File: src/rtl/oclib_uart_pkg.sv
// rtl/oclib_uart_pkg.sv - shared types and defaults for the UART byte-channel blocks
package oclib_uart_pkg;

   typedef enum logic {
      IDLE  = 1'b0,
      GRANT = 1'b1
   } arb_state_e;

   localparam logic [7:0] DefaultTerminator  = 8'h0A;
   localparam int         DefaultIdleTimeout = 1024;

   // Index width that stays at least one bit wide when only a single requester exists.
   function automatic int idx_width(input int n);
      return (n > 1) ? $clog2(n) : 1;
   endfunction

endpackage

File: src/rtl/oclib_rr_pick.sv
// rtl/oclib_rr_pick.sv - rotating priority encoder: first set request at or after ptr, wrapping
module oclib_rr_pick
   import oclib_uart_pkg::*;
#(
   parameter int N  = 2,
   parameter int IW = idx_width(N)
) (
   input  logic [N-1:0]  req,
   input  logic [IW-1:0] ptr,
   output logic          any,
   output logic [IW-1:0] idx
);

   logic [N-1:0] w_rot;
   int           w_sum;

   always_comb begin
      // Rotate so bit 0 is the requester at ptr; the lowest set bit is then the winner.
      w_rot = N'({req, req} >> ptr);
      any   = |req;
      w_sum = 0;
      for (int i = N - 1; i >= 0; i--) begin
         if (w_rot[i]) begin
            w_sum = int'(ptr) + i;
            if (w_sum >= N) w_sum = w_sum - N;
         end
      end
      idx = IW'(w_sum);
   end

endmodule

File: src/rtl/oc_bc_tx_arbiter.sv
// rtl/oc_bc_tx_arbiter.sv - message-granular round-robin arbiter onto one shared byte channel
module oc_bc_tx_arbiter
   import oclib_uart_pkg::*;
#(
   parameter int         Ports       = 2,
   parameter logic [7:0] Terminator  = DefaultTerminator,
   parameter int         IdleTimeout = DefaultIdleTimeout
) (
   input  logic                        clock,
   input  logic                        reset,
   input  logic [Ports-1:0]            inValid,
   input  logic [Ports*8-1:0]          inData,
   output logic [Ports-1:0]            inReady,
   output logic                        outValid,
   output logic [7:0]                  outData,
   input  logic                        outReady,
   output logic [idx_width(Ports)-1:0] grantId,
   output logic                        busy
);

   localparam int IW        = idx_width(Ports);
   localparam int IdleWidth = (IdleTimeout > 0) ? $clog2(IdleTimeout + 1) : 1;

   arb_state_e           r_state;
   arb_state_e           w_next_state;
   logic [IW-1:0]        r_rr_ptr;
   logic [IW-1:0]        r_grant_id;
   logic [IdleWidth-1:0] r_idle_count;
   logic [IdleWidth-1:0] w_idle_next;
   logic [IW-1:0]        w_pick;
   logic [IW-1:0]        w_next_ptr;
   logic                 w_any;
   logic                 w_release;
   logic                 w_gnt_valid;
   logic [7:0]           w_gnt_data;

   oclib_rr_pick #(
      .N  (Ports),
      .IW (IW)
   ) u_pick (
      .req (inValid),
      .ptr (r_rr_ptr),
      .any (w_any),
      .idx (w_pick)
   );

   assign grantId    = r_grant_id;
   assign w_next_ptr = (int'(r_grant_id) == Ports - 1) ? '0 : r_grant_id + IW'(1);

   always_comb begin
      w_next_state = r_state;
      w_idle_next  = r_idle_count;
      w_release    = 1'b0;
      w_gnt_valid  = inValid[r_grant_id];
      w_gnt_data   = inData[8*r_grant_id +: 8];
      inReady      = '0;
      outValid     = 1'b0;
      outData      = 8'h00;
      busy         = 1'b0;
      case (r_state)
         IDLE: begin
            w_idle_next = '0;
            if (w_any) w_next_state = GRANT;
         end
         GRANT: begin
            busy                = 1'b1;
            outValid            = w_gnt_valid;
            outData             = w_gnt_data;
            inReady[r_grant_id] = outReady;
            if (w_gnt_valid) begin
               // Stalled-but-valid counts as activity, so backpressure never forces a release.
               w_idle_next = '0;
               if (outReady && (w_gnt_data == Terminator)) w_release = 1'b1;
            end else begin
               if (int'(r_idle_count) < IdleTimeout) w_idle_next = r_idle_count + IdleWidth'(1);
               if ((IdleTimeout != 0) && (int'(r_idle_count) == IdleTimeout - 1)) w_release = 1'b1;
            end
            if (w_release) w_next_state = IDLE;
         end
         default: w_next_state = IDLE;
      endcase
   end

   always_ff @(posedge clock) begin
      if (!reset) r_state <= IDLE;
      else        r_state <= w_next_state;
   end

   always_ff @(posedge clock) begin
      if (!reset) begin
         r_rr_ptr     <= '0;
         r_grant_id   <= '0;
         r_idle_count <= '0;
      end else begin
         r_idle_count <= w_idle_next;
         if ((r_state == IDLE) && w_any) r_grant_id <= w_pick;
         if (w_release)                  r_rr_ptr   <= w_next_ptr;
      end
   end

endmodule

File: config.mk
export PLATFORM = sky130hd
export DESIGN_NAME = oc_bc_tx_arbiter
export DESIGN_NICKNAME = d
export VERILOG_FILES = /design/src/rtl/oclib_uart_pkg.sv /design/src/rtl/oclib_rr_pick.sv /design/src/rtl/oc_bc_tx_arbiter.sv
export SDC_FILE = /design/constraint.sdc
export NUM_CORES = 1
export LEC_CHECK = 0
export BUFFER_PORTS_ARGS = -buffer_cell sky130_fd_sc_hd__buf_2
export CAP_MARGIN = 0
export CORE_MARGIN = 2
export CORE_UTILIZATION = 45
export DETAILED_ROUTE_END_ITERATION = 12
export MAX_ROUTING_LAYER = met4
export PLACE_DENSITY = 0.86
export SLEW_MARGIN = 20
export SYNTH_ARGS = -nofsm -noshare
export SYNTH_HDL_FRONTEND = slang
export SYNTH_SLANG_ARGS = --single-unit
File: constraint.sdc
create_clock -name clock -period 1.8 [get_ports clock]
set_input_delay 0.18 -clock clock [delete_from_list [all_inputs] [get_ports clock]]
set_output_delay 0.18 -clock clock [all_outputs]
set_load 0.05 [all_outputs]
### Word-level counts from Yosys, hierarchy flattened

Cells that the tools add are included.

* memories: 0
* bits in latches: 0
* output and inout bits: 13
* memory bits (read-only): 0
* register bits after elaboration: 14
* memory bits (writable): 0
* word-level logic and storage cells: 49
* input port bits: 21

* mux-type cells: 24
* reductions and logical operators: 4
* $mul: 0
* add/sub/neg operators: 5
* equality and inequality tests: 3
* divide/modulo/power cells: 0
* $lt $le $gt $ge: 5
* shift operators: 2
* bitwise operators: 2

Operators by type and width (number)
* two-way mux 11 bit: 2
* one-hot mux 11 bit (2 select lines): 1
* two-way mux 1 bit: 17
* indexed part select 16 x 5 -> 8 bit: 1
* adder 11 x 1 -> 11 bit, second input constant: 1
* equality test 11 bit, second input constant: 1
* less-than comparator 11 bit, second input constant: 1
* equality test 8 x 4 -> 1 bit, second input constant: 1
* two-way mux 8 bit: 1
* right shift 4 x 1 -> 2 bit: 1
* logical AND 1 bit: 3
* inequality test 3 x 1 -> 1 bit, second input constant: 1
* adder 1 x 1 -> 2 bit, second input constant: 1
* AND 2 bit: 1
* >= comparator 1 x 2 -> 1 bit, second input constant: 1
* >= comparator 2 bit, second input constant: 1
* less-than comparator 1 x 2 -> 1 bit, second input constant: 1
* two-way mux 2 bit: 1
* one-hot mux 1 bit (2 select lines): 1
* OR reduction 2 bit: 1
* subtractor 1 bit, second input constant: 2
* adder 1 bit, second input constant: 1
* demux 1 bit (select 1 bit): 1
* >= comparator 1 bit, second input constant: 1
* inverter 1 bit: 1

### Depth between registers and ports, before layout

Gate-level depths: netlist of run 1.

* depth after elaboration: 8
* mapped depth: 6
* depth with buffers taken out: 5

### Modules after synthesis

Synthesis of run 1 repeated with hierarchy kept, for this count alone.

* cells, all modules: 104
* area, all modules: 883.3 um2

Modules (own cells, without submodules)
* oc_bc_tx_arbiter: cells each 101, area an instance 865.8 um2, instances 1, seq. area each 280.3 um2
* oclib_rr_pick: cells each 3, area an instance 17.5 um2, instances 1, seq. area each 0.0 um2

### Worst setup path before layout of run 1

No wires, ideal clock.

* path kind: register -> output
* from: reg r_grant_id, in the netlist grantId
* to: out outData[0]
* setup slack: -0.405 ns
* data required time: 1.620 ns
* arrival time: 2.025 ns
* cell stages (with the launch flop): 5
* path buffers: 2
* cell sequence: dfxtp_1 > buf_6 > clkbuf_1 > mux2i_1 > nor2_1

* cells in the longest elaborated chain, start to end: 2

RTL lines
* from (decl): RTL line oc_bc_tx_arbiter.sv:27 `logic [IW-1:0] r_grant_id;`
* from (signal assigned): RTL line oc_bc_tx_arbiter.sv:96 `if ((r_state == IDLE) && w_any) r_grant_id <= w_pick;`
* indexed part select 16 x 5 -> 8 bit: RTL line oc_bc_tx_arbiter.sv:55 `w_gnt_data = inData[8*r_grant_id +: 8];`
* two-way mux 8 bit: RTL line oc_bc_tx_arbiter.sv:60 `case (r_state)`
* to (decl): RTL line oc_bc_tx_arbiter.sv:15 `output logic [7:0] outData,`

Every way passes these cells.

### Worst setup path in the final report of run 1

* from: reg r_grant_id, in the netlist grantId
* to: out outValid

* cells in the longest elaborated chain, start to end: 3

RTL lines
* two-way mux 1 bit (not written as such) (2 in a row): RTL line oc_bc_tx_arbiter.sv:54 `w_gnt_valid = inValid[r_grant_id];`
* two-way mux 1 bit: RTL line oc_bc_tx_arbiter.sv:60
* to (decl): RTL line oc_bc_tx_arbiter.sv:14 `output logic outValid,`

Every way passes these cells. The select of a mux whose other input is x is not followed.

==> flow_metrics.tcl, run 1 <==
set metrics [dict create \
    numCtsBuffers 3 \
    worstReg2RegStart "grantId" \
    synth-edff-count 0 \
    place_inst 157 \
    intPower_mw 0.4999 \
    fillers 159 \
    p_seq_share_pct 44.2 \
    post_cts_buffers 0 \
    r2r_slack_ns 0.09 \
    finalSetupTns_ns 0 \
    synth-seq-area-share_pct 33.79 \
    drc_errors 0 \
    path_depth 4 \
    placedInstanceArea_mm2 0.001102 \
    first_iter_violations 9 \
    finalHoldViolCount 0 \
    insertedDiodeCount 0 \
    status "complete, no violations" \
    cts_buffer_depth 2 \
    grt_pass1_wl_mm 3.111 \
    cp_slowest_cell "dfxtp_4" \
    grt_overflow 0 \
    clkLatencyLatePin_ns 0.29 \
    critical_path_required_ns 1.62 \
    pwr_density_cell_mw_per_mm2 642.1 \
    r2r_end "r_rr_ptr" \
    hold_path.class "in -> reg" \
    syn_avg_cell_area_um2 8.295 \
    ant_nets 0 \
    drt-total-wl_mm 1.924 \
    clk_pin_slew_ns 0.07 \
    reg2regPathDepth 5 \
    rsz0062_at_grt "no" \
    whs_ns 0.1340 \
    worstSetupEndpointType "output port" \
    p_comb_share_pct 25.5 \
    cp_top_family "flip-flops" \
    ir_worst_vdd_mv 0.5822 \
    cp_max_fo 16 \
    cts_tree "done" \
    antenna_found_initial 0 \
    setup_viol 0 \
    hpwl_mm 1.531 \
    grtUsageTotal_pct 20.99 \
    core_mm2 0.001727 \
    top_layer_used "met4" \
    wl_per_cell_um 11.95 \
    cp_num_buf_inv 2 \
    cts_sinks 14 \
    row_count 15 \
    pin_count 34 \
    grt_max_degree 17 \
    startpoint_type "flip-flop" \
    critPathLaunch "grantId" \
    port_buffers 33 \
    p_total_mw 0.7336 \
    worst_slew_pin_slew_ns 0.4561 \
    dr.pass1.iters 3 \
    path_cells "mux2i_2 > buf_4 > nor2_4 > buf_2" \
    die_h_um 46.94 \
    nNetsFinal 159 \
    wl_met2_um 918 \
    power.switching_mw 0.2336 \
    synth_flop_cell "dfxtp_1" \
    max_stage_delay_ns 0.47 \
    critPathKind "reg -> out" \
    grt_pass1_vias 757 \
    finalNonFillerCells 161 \
    start_util_pct 48.04 \
    leakage_nw 0.4785 \
    p_sw_share_pct 31.85 \
    yosys_warnings 0 \
    skew_ns 0.005208 \
    max_cap_violations 0 \
    synth_seq_cells 14 \
    synth_area_um2 829.5 \
    layout-drive-gt1-share_pct 41.18 \
    area_delta_synth_final_pct 37.71 \
    synthCells 100 \
    ys_async_sr_fraction_pct 0 \
    wl_met3_um 104 \
    m1WireLength_um 862 \
    die_area_mm2 0.002203 \
    finalCriticalPeriod_ns 1.713 \
    final-max-slew-violation-count 0 \
    fmax_ghz 0.5837 \
    htree_levels 1 \
    crit_end "outValid" \
    crit_arrival_ns 1.53 \
    place_congestion 0.8037 \
    vias 817 \
    viasPerCell 5.075 \
    relSlewSlack_pct 69.39 \
    fin_crit_sh_pct 95.18 \
    root_buffer "clkbuf_4" \
    die_width_um 46.94 \
    p_clk_share_pct 30.3 \
    final_area_mm2 0.001142 \
    syn_nets 122 \
    ys_types 32 \
]
metal layers:
metal	track usage (%)	vias up
met1	22.84	368
li1	-	426
met3	6.923	5
met5	-	-
met2	33.42	18
met4	11.67	0
cell families after synthesis:
kind of cell,synth area share [%]
AO/OA/AOI/OAI,8.749
buffers and inverters,4.222
AND/OR/NAND/NOR,31.07
XOR/XNOR,7.391
multiplexers,13.27
flip-flops,33.79
adder cells (fa/ha/maj),1.508
timing repair:
item,4_1_cts,5_1_grt
endpoints found under the hold margin,0,0
endpoints found under the setup margin,1,0
hold buffers,0,0
resized for setup,1,0
registers in the layout (all words and copies together), names as in the netlist:
| name | cells |
|---|---|
| r_idle_count | 11 |
| grantId | 1 |
| r_state | 1 |
| r_rr_ptr | 1 |
cell type report:
type,count,area (µm²),area share (%)
multi-input cells,79,585.6,51.26
flip-flops and latches,14,285.3,24.97
repair buffers,37,195.2,17.09
clock buffers,4,36.28,3.176
well taps,25,31.28,2.738
inverters,2,8.758,0.7667
cell usage after synthesis (2+ instances only):
library cell  count  share of area (%)
nor2_1           20                9.0
dfxtp_1          14                 34
mux2i_1          11                 13
nand3_1           6                3.6
xor2_1            6                6.3
and3_1            5                3.8
nand2_1           4                1.8
nor3_1            4                2.4
clkbuf_1          3                1.4
a21oi_1           2                1.2
a31oi_1           2                1.5
nand2b_1          2                1.5
nor3b_1           2                1.8
per-stage QoR:
step	utilization, %	worst slack [ns]
global route	66.16	0.006222
floorplan	-	0.03517
global placement	63.84	0.1639
detailed placement	63.84	0.09210
CTS	66.16	0.07301
finish	66.16	0.08674
worst min-delay path by stage:
stage | startpoint | end | slack [ns] | depth (start not counted)
floorplan | reset | r_rr_ptr | 0.30 | 1
global route | reset | r_rr_ptr | 0.15 | 2
finish | reset | r_rr_ptr | 0.13 | 2
global placement | reset | r_rr_ptr | 0.43 | 2
detailed placement | reset | r_rr_ptr | 0.43 | 2
CTS | reset | r_rr_ptr | 0.13 | 2
power groups by stage:
stage | registers, mW | clock network, mW | logic, mW
after floorplan | 0.333 | 0 | 0.131
after global placement | 0.331 | 0 | 0.183
after detailed placement | 0.331 | 0 | 0.186
after CTS | 0.324 | 0.230 | 0.188
after global routing | 0.326 | 0.241 | 0.199
final | 0.324 | 0.222 | 0.187
cells in the final DEF, fill, tap and decap left out, types with 2 or more instances in the layout:
cell,netlist,layout
nand3_1,6,6
a21oi_1,2,2
xor2_1,6,6
nor2_4,0,9
mux2i_1,11,10
dfxtp_1,14,12
a31oi_1,2,2
nand2b_1,2,2
nor3b_1,2,2
clkbuf_4,0,3
nor2_1,20,11
nor3_1,4,4
nand2_1,4,4
and3_1,5,5
buf_4,0,4
buf_2,0,33
No activity file was read; power rests on OpenSTA's default activity.
==> inputs of run 2 (changes only) <==
- BUFFER_PORTS_ARGS: -buffer_cell sky130_fd_sc_hd__buf_2 -> -buffer_cell sky130_fd_sc_hd__buf_4
- CORE_UTILIZATION: 45 -> 40
- PLACE_DENSITY: 0.86 -> 0.79
==> run 2 against run 1 <==
  * Highest routed layer is now met3
  * Register-to-register slack is essentially flat
  * Clock-buffer cell count unchanged
  * Via count is 3.4% higher
  * Critical path depth up 1
  * Clock power fell by 19%
  * Power down 2.2%
  * Worst setup slack improved by 0.013 ns
==> flow_metrics.tcl, run 2 (same netlist as run 1, synthesis figures left out) <==
set metrics [dict create \
    status "complete, no violations" \
    fmax_ghz 0.5880 \
    p_clk_share_pct 25.0 \
    grt_overflow 0 \
    ir_worst_vdd_mv 0.4460 \
    setup_viol 0 \
    layout-drive-gt1-share_pct 41.61 \
    start_util_pct 42.28 \
    cts_tree "done" \
    wl_per_cell_um 11.66 \
    layout_common_cells "buf_4 (38), dfxtp_1 (12), nor2_1 (11), mux2i_1 (10), nor2_4 (9)" \
    drt-total-wl_mm 1.913 \
    worst_slew_pin_slew_ns 0.4491 \
    grt_max_degree 15 \
    max_cap_violations 0 \
    insertedDiodeCount 0 \
    p_total_mw 0.7172 \
    p_comb_share_pct 30.3 \
    cp_max_fo 14 \
    p_sw_share_pct 32.10 \
    place_congestion 0.8426 \
    viasPerCell 5.152 \
    ctsHoldBuffers 0 \
    grt_pass1_vias 766 \
    max_stage_delay_ns 0.45 \
    ant_nets 0 \
    vias 845 \
    relSlewSlack_pct 69.85 \
    nNetsFinal 160 \
    r2r_end "r_rr_ptr" \
    intPower_mw 0.4870 \
    htree_levels 1 \
    reg2regPathDepth 5 \
    finalCriticalPeriod_ns 1.701 \
    final-max-slew-violation-count 0 \
    finalHoldViolCount 0 \
    r2r_slack_ns 0.1 \
    final_area_mm2 0.001230 \
    worstSetupEndpointType "flip-flop" \
    power.switching_mw 0.2302 \
    hold_path.class "in -> reg" \
    die_width_um 49.54 \
    numCtsBuffers 3 \
    crit_arrival_ns 1.88 \
    drc_errors 0 \
    path_cells "nor3b_1 > o22ai_1 > or4_4 > and3_1 > o21a_1" \
    cp_slowest_cell "dfxtp_4" \
    row_count 16 \
    worstReg2RegStart "grantId" \
    first_iter_violations 17 \
    final_common_cell "buf_4" \
    antenna_found_initial 0 \
    crit_end "r_rr_ptr" \
    die_area_mm2 0.002454 \
    clk_pin_slew_ns 0.08 \
    dr.pass1.iters 4 \
    leakage_nw 0.4997 \
    hpwl_mm 1.550 \
    root_buffer "clkbuf_4" \
    cts_sinks 14 \
    largest-register "r_idle_count" \
    die_h_um 49.54 \
    cts_buffer_depth 2 \
    critical_path_required_ns 1.98 \
    grtUsageTotal_pct 16.74 \
    pwr_density_cell_mw_per_mm2 583.2 \
    setup_slack_ns 0.09930 \
    critPathKind "reg -> reg" \
    grt_pass1_wl_mm 3.229 \
    p_seq_share_pct 44.7 \
    pin_count 34 \
    cts_resized 0 \
    startpoint_type "flip-flop" \
    place_ws_ns 0.1389 \
    area_delta_synth_final_pct 48.27 \
    critPathLaunch "grantId" \
    core_mm2 0.001962 \
    whs_ns 0.1401 \
    fin_crit_sh_pct 94.48 \
    port_buffers 33 \
    largest_register_ffs 11 \
    fillers 186 \
    skew_ns 0.001749 \
    placedInstanceArea_mm2 0.001195 \
    clkLatencyLatePin_ns 0.27 \
    post_cts_buffers 0 \
]
## run 2: worst min-delay path by stage
stage	from	endpoint	slack (ns)	depth (start not counted)
floorplan	reset	r_rr_ptr	0.30	1
global placement	reset	r_rr_ptr	0.42	2
detailed placement	reset	r_rr_ptr	0.42	2
CTS	reset	r_rr_ptr	0.13	2
global route	reset	r_rr_ptr	0.15	2
finish	reset	r_rr_ptr	0.14	2
## run 2: final cells by class
type	instances	area, µm²	share of cell area [%]
inverter	2	8.758	0.7121
sequential	14	285.3	23.19
multi-input combinational	79	590.6	48.02
tap	27	33.78	2.747
clock buffer	4	26.28	2.136
timing repair buffer	38	285.3	23.19
## run 2: through the flow
stage          instances  util [%]   TNS [ns]
6_report             164     62.69          0
5_1_grt              164     62.69  -0.008154
4_1_cts              164     62.24          0
3_5_place_dp         160     60.91          0
3_3_place_gp         160     60.91          0
2_1_floorplan        100         -          0
## run 2: worst max-delay path, delay by kind of cell, from the launching register on
kind	cells	cell delay (ns)
and+or+nand+nor	3	0.83
AOI/OAI and AO/OA	2	0.30
DFF	1	0.45
## run 2: per-layer routing
metal  vias to the layer above  part of all wire, %  track usage (%)
met5                         -                    0                -
met2                        17                   51            28.89
li1                        432                    -                -
met3                         0                  4.4            5.152
met1                       396                   44            19.89
met4                         0                    0            1.389
## run 2: power groups by stage
stage / logic, mW / registers, mW / clock network (mW)
final: 0.218 / 0.320 / 0.179
after global routing: 0.231 / 0.321 / 0.201
after CTS: 0.216 / 0.320 / 0.185
after detailed placement: 0.216 / 0.327 / 0
after global placement: 0.214 / 0.327 / 0
after floorplan: 0.131 / 0.333 / 0
==> inputs of run 3 (changes only) <==
- CORE_ASPECT_RATIO: unset -> 1.4
- clock period: 1.8 -> 1.75 ns (I/O delays scaled with it)
==> run 3 against run 2 <==
  * Utilization grew 0.15 points
  * Power grew 9.5%
  * Highest routed layer is now met4
  * Worst setup slack lost 0.022 ns
  * Largest cell class unchanged
  * Via count grew 4.5%
  * Clock skew shrank 0.00095 ns
  * Final cell count shrank 3.7%
  * First-iteration DRC count grew 5.9%
  * Register-to-register slack is essentially flat
  * Global-route usage grew 2.2 points
  * Critical path depth shrank 1
==> flow_metrics.tcl, run 3 (same netlist as run 1, synthesis figures left out) <==
set metrics [dict create \
    status "complete, no violations" \
    finalNonFillerCells 158 \
    layout-drive-gt1-share_pct 43.07 \
    hold_path.class "in -> reg" \
    cp_max_fo 13 \
    cts_tree "done" \
    crit_arrival_ns 1.50 \
    ir_worst_vdd_mv 0.4997 \
    pin_count 34 \
    start_util_pct 42.04 \
    critPathKind "reg -> out" \
    grt_pass1_vias 895 \
    place_ws_ns 0.1048 \
    grt_overflow 0 \
    place_inst 154 \
    grt_max_degree 14 \
    worstReg2RegStart "grantId" \
    grt_pass1_wl_mm 3.553 \
    wl_per_cell_um 13.23 \
    holdPathEnd "r_rr_ptr" \
    path_cells "mux2i_2 > buf_4 > nor2_4 > buf_4" \
    finalSetupTns_ns 0 \
    critical_path_required_ns 1.57 \
    rsz0062_at_grt "no" \
    relSlewSlack_pct 68.58 \
    viasPerCell 5.589 \
    hpwl_mm 1.697 \
    core_mm2 0.001973 \
    cts_buffer_depth 2 \
    finalCriticalPeriod_ns 1.673 \
    drt-total-wl_mm 2.091 \
    insertedDiodeCount 0 \
    worstSetupEndpointType "output port" \
    fin_util_pct 62.84 \
    row_count 19 \
    fillers 178 \
    place_congestion 0.7867 \
    r2r_slack_ns 0.11 \
    die_h_um 57.89 \
    drc_errors 0 \
    dr.pass1.iters 5 \
    area_delta_synth_final_pct 49.47 \
    max_stage_delay_ns 0.44 \
    layout_common_cells "buf_4 (38), dfxtp_1 (12), nor2_1 (11), mux2i_1 (10), nor2_4 (9)" \
    setup_viol 0 \
    max_cap_violations 0 \
    numCtsBuffers 3 \
    clkLatencyLatePin_ns 0.28 \
    cts_sinks 14 \
    largest-register "r_idle_count" \
    startpoint_type "flip-flop" \
    p_total_mw 0.7855 \
    leakage_nw 0.5077 \
    ctsHoldBuffers 0 \
    largest_register_ffs 11 \
    grtUsageTotal_pct 18.94 \
    r2r_end "r_rr_ptr" \
    final-max-slew-violation-count 0 \
    fmax_ghz 0.5977 \
    first_iter_violations 18 \
    worst_slew_pin_slew_ns 0.4682 \
    hold_start "reset" \
    antenna_found_initial 0 \
    clk_pin_slew_ns 0.08 \
    ant_nets 0 \
    multi_input_area_um2 595.6 \
    root_buffer "clkbuf_4" \
    nNetsFinal 160 \
    fin_crit_sh_pct 95.60 \
    pwr_density_cell_mw_per_mm2 633.5 \
    final_common_cell "buf_4" \
    cpMostUsedCell "buf_4" \
    finalHoldViolCount 0 \
    htree_levels 1 \
    seq_area_um2 287.8 \
    whs_path_depth 2 \
    reg2regPathDepth 5 \
    setup_slack_ns 0.07696 \
    vias 883 \
    skew_ns 0.0008014 \
    die_area_mm2 0.002460 \
    cp_slowest_cell "dfxtp_4" \
    die_width_um 42.49 \
    port_buffers 33 \
]
==> run 3: worst max path at each step <==
stage                    from  endpoint  cells past startpoint
floorplan             grantId  r_rr_ptr                      5
global placement    inData[4]  r_rr_ptr                      6
detailed placement    grantId  r_rr_ptr                      5
CTS                   grantId  outValid                      4
global route          grantId  r_rr_ptr                      5
finish                grantId  outValid                      4
==> run 3: layer usage <==
metal	up-vias	part of all wire, %	global-route usage [%]
met2	48	51	34.07
li1	429	-	-
met1	399	37	18.25
met4	0	2.2	9.821
met5	-	0	-
met3	7	9.7	4.984
==> run 3: worst max-delay path, delay by kind of cell, from the launching register on <==
family,cells,cell delay [ns]
mux,1,0.37
flops,1,0.44
simple gates,1,0.03
buf+inv,2,0.38
==> run 3: layout make-up <==
class                      count  share of cell area [%]
tap                           21                   2.119
timing repair buffer          38                   23.01
multi-input combinational     79                   48.03
sequential                    14                   23.21
clock buffer                   4                   2.926
inverter                       2                  0.7064
==> run 3: per-stage QoR <==
step / hold slack [ns] / area [µm²]
after floorplan: 0.2925 / 905.9
after global placement: 0.4098 / 1190
after detailed placement: 0.4099 / 1190
after CTS: 0.1207 / 1226
after global routing: 0.1350 / 1240
final: 0.1167 / 1240
==> run 3: repair_timing <==
action | in CTS | in global routing
gates resized for setup | 0 | 3
setup endpoints to repair | 0 | 2
buffers inserted | 0 | 0
==> run 3: report_power, final <==
group	switching, mW	total (mW)	leakage [nW]	internal, mW
registers	0.0107	0.332	0.114	0.322
clock network	0.105	0.231	0.0210	0.127
logic	0.132	0.222	0.372	0.0902
total	0.247	0.785	0.508	0.538
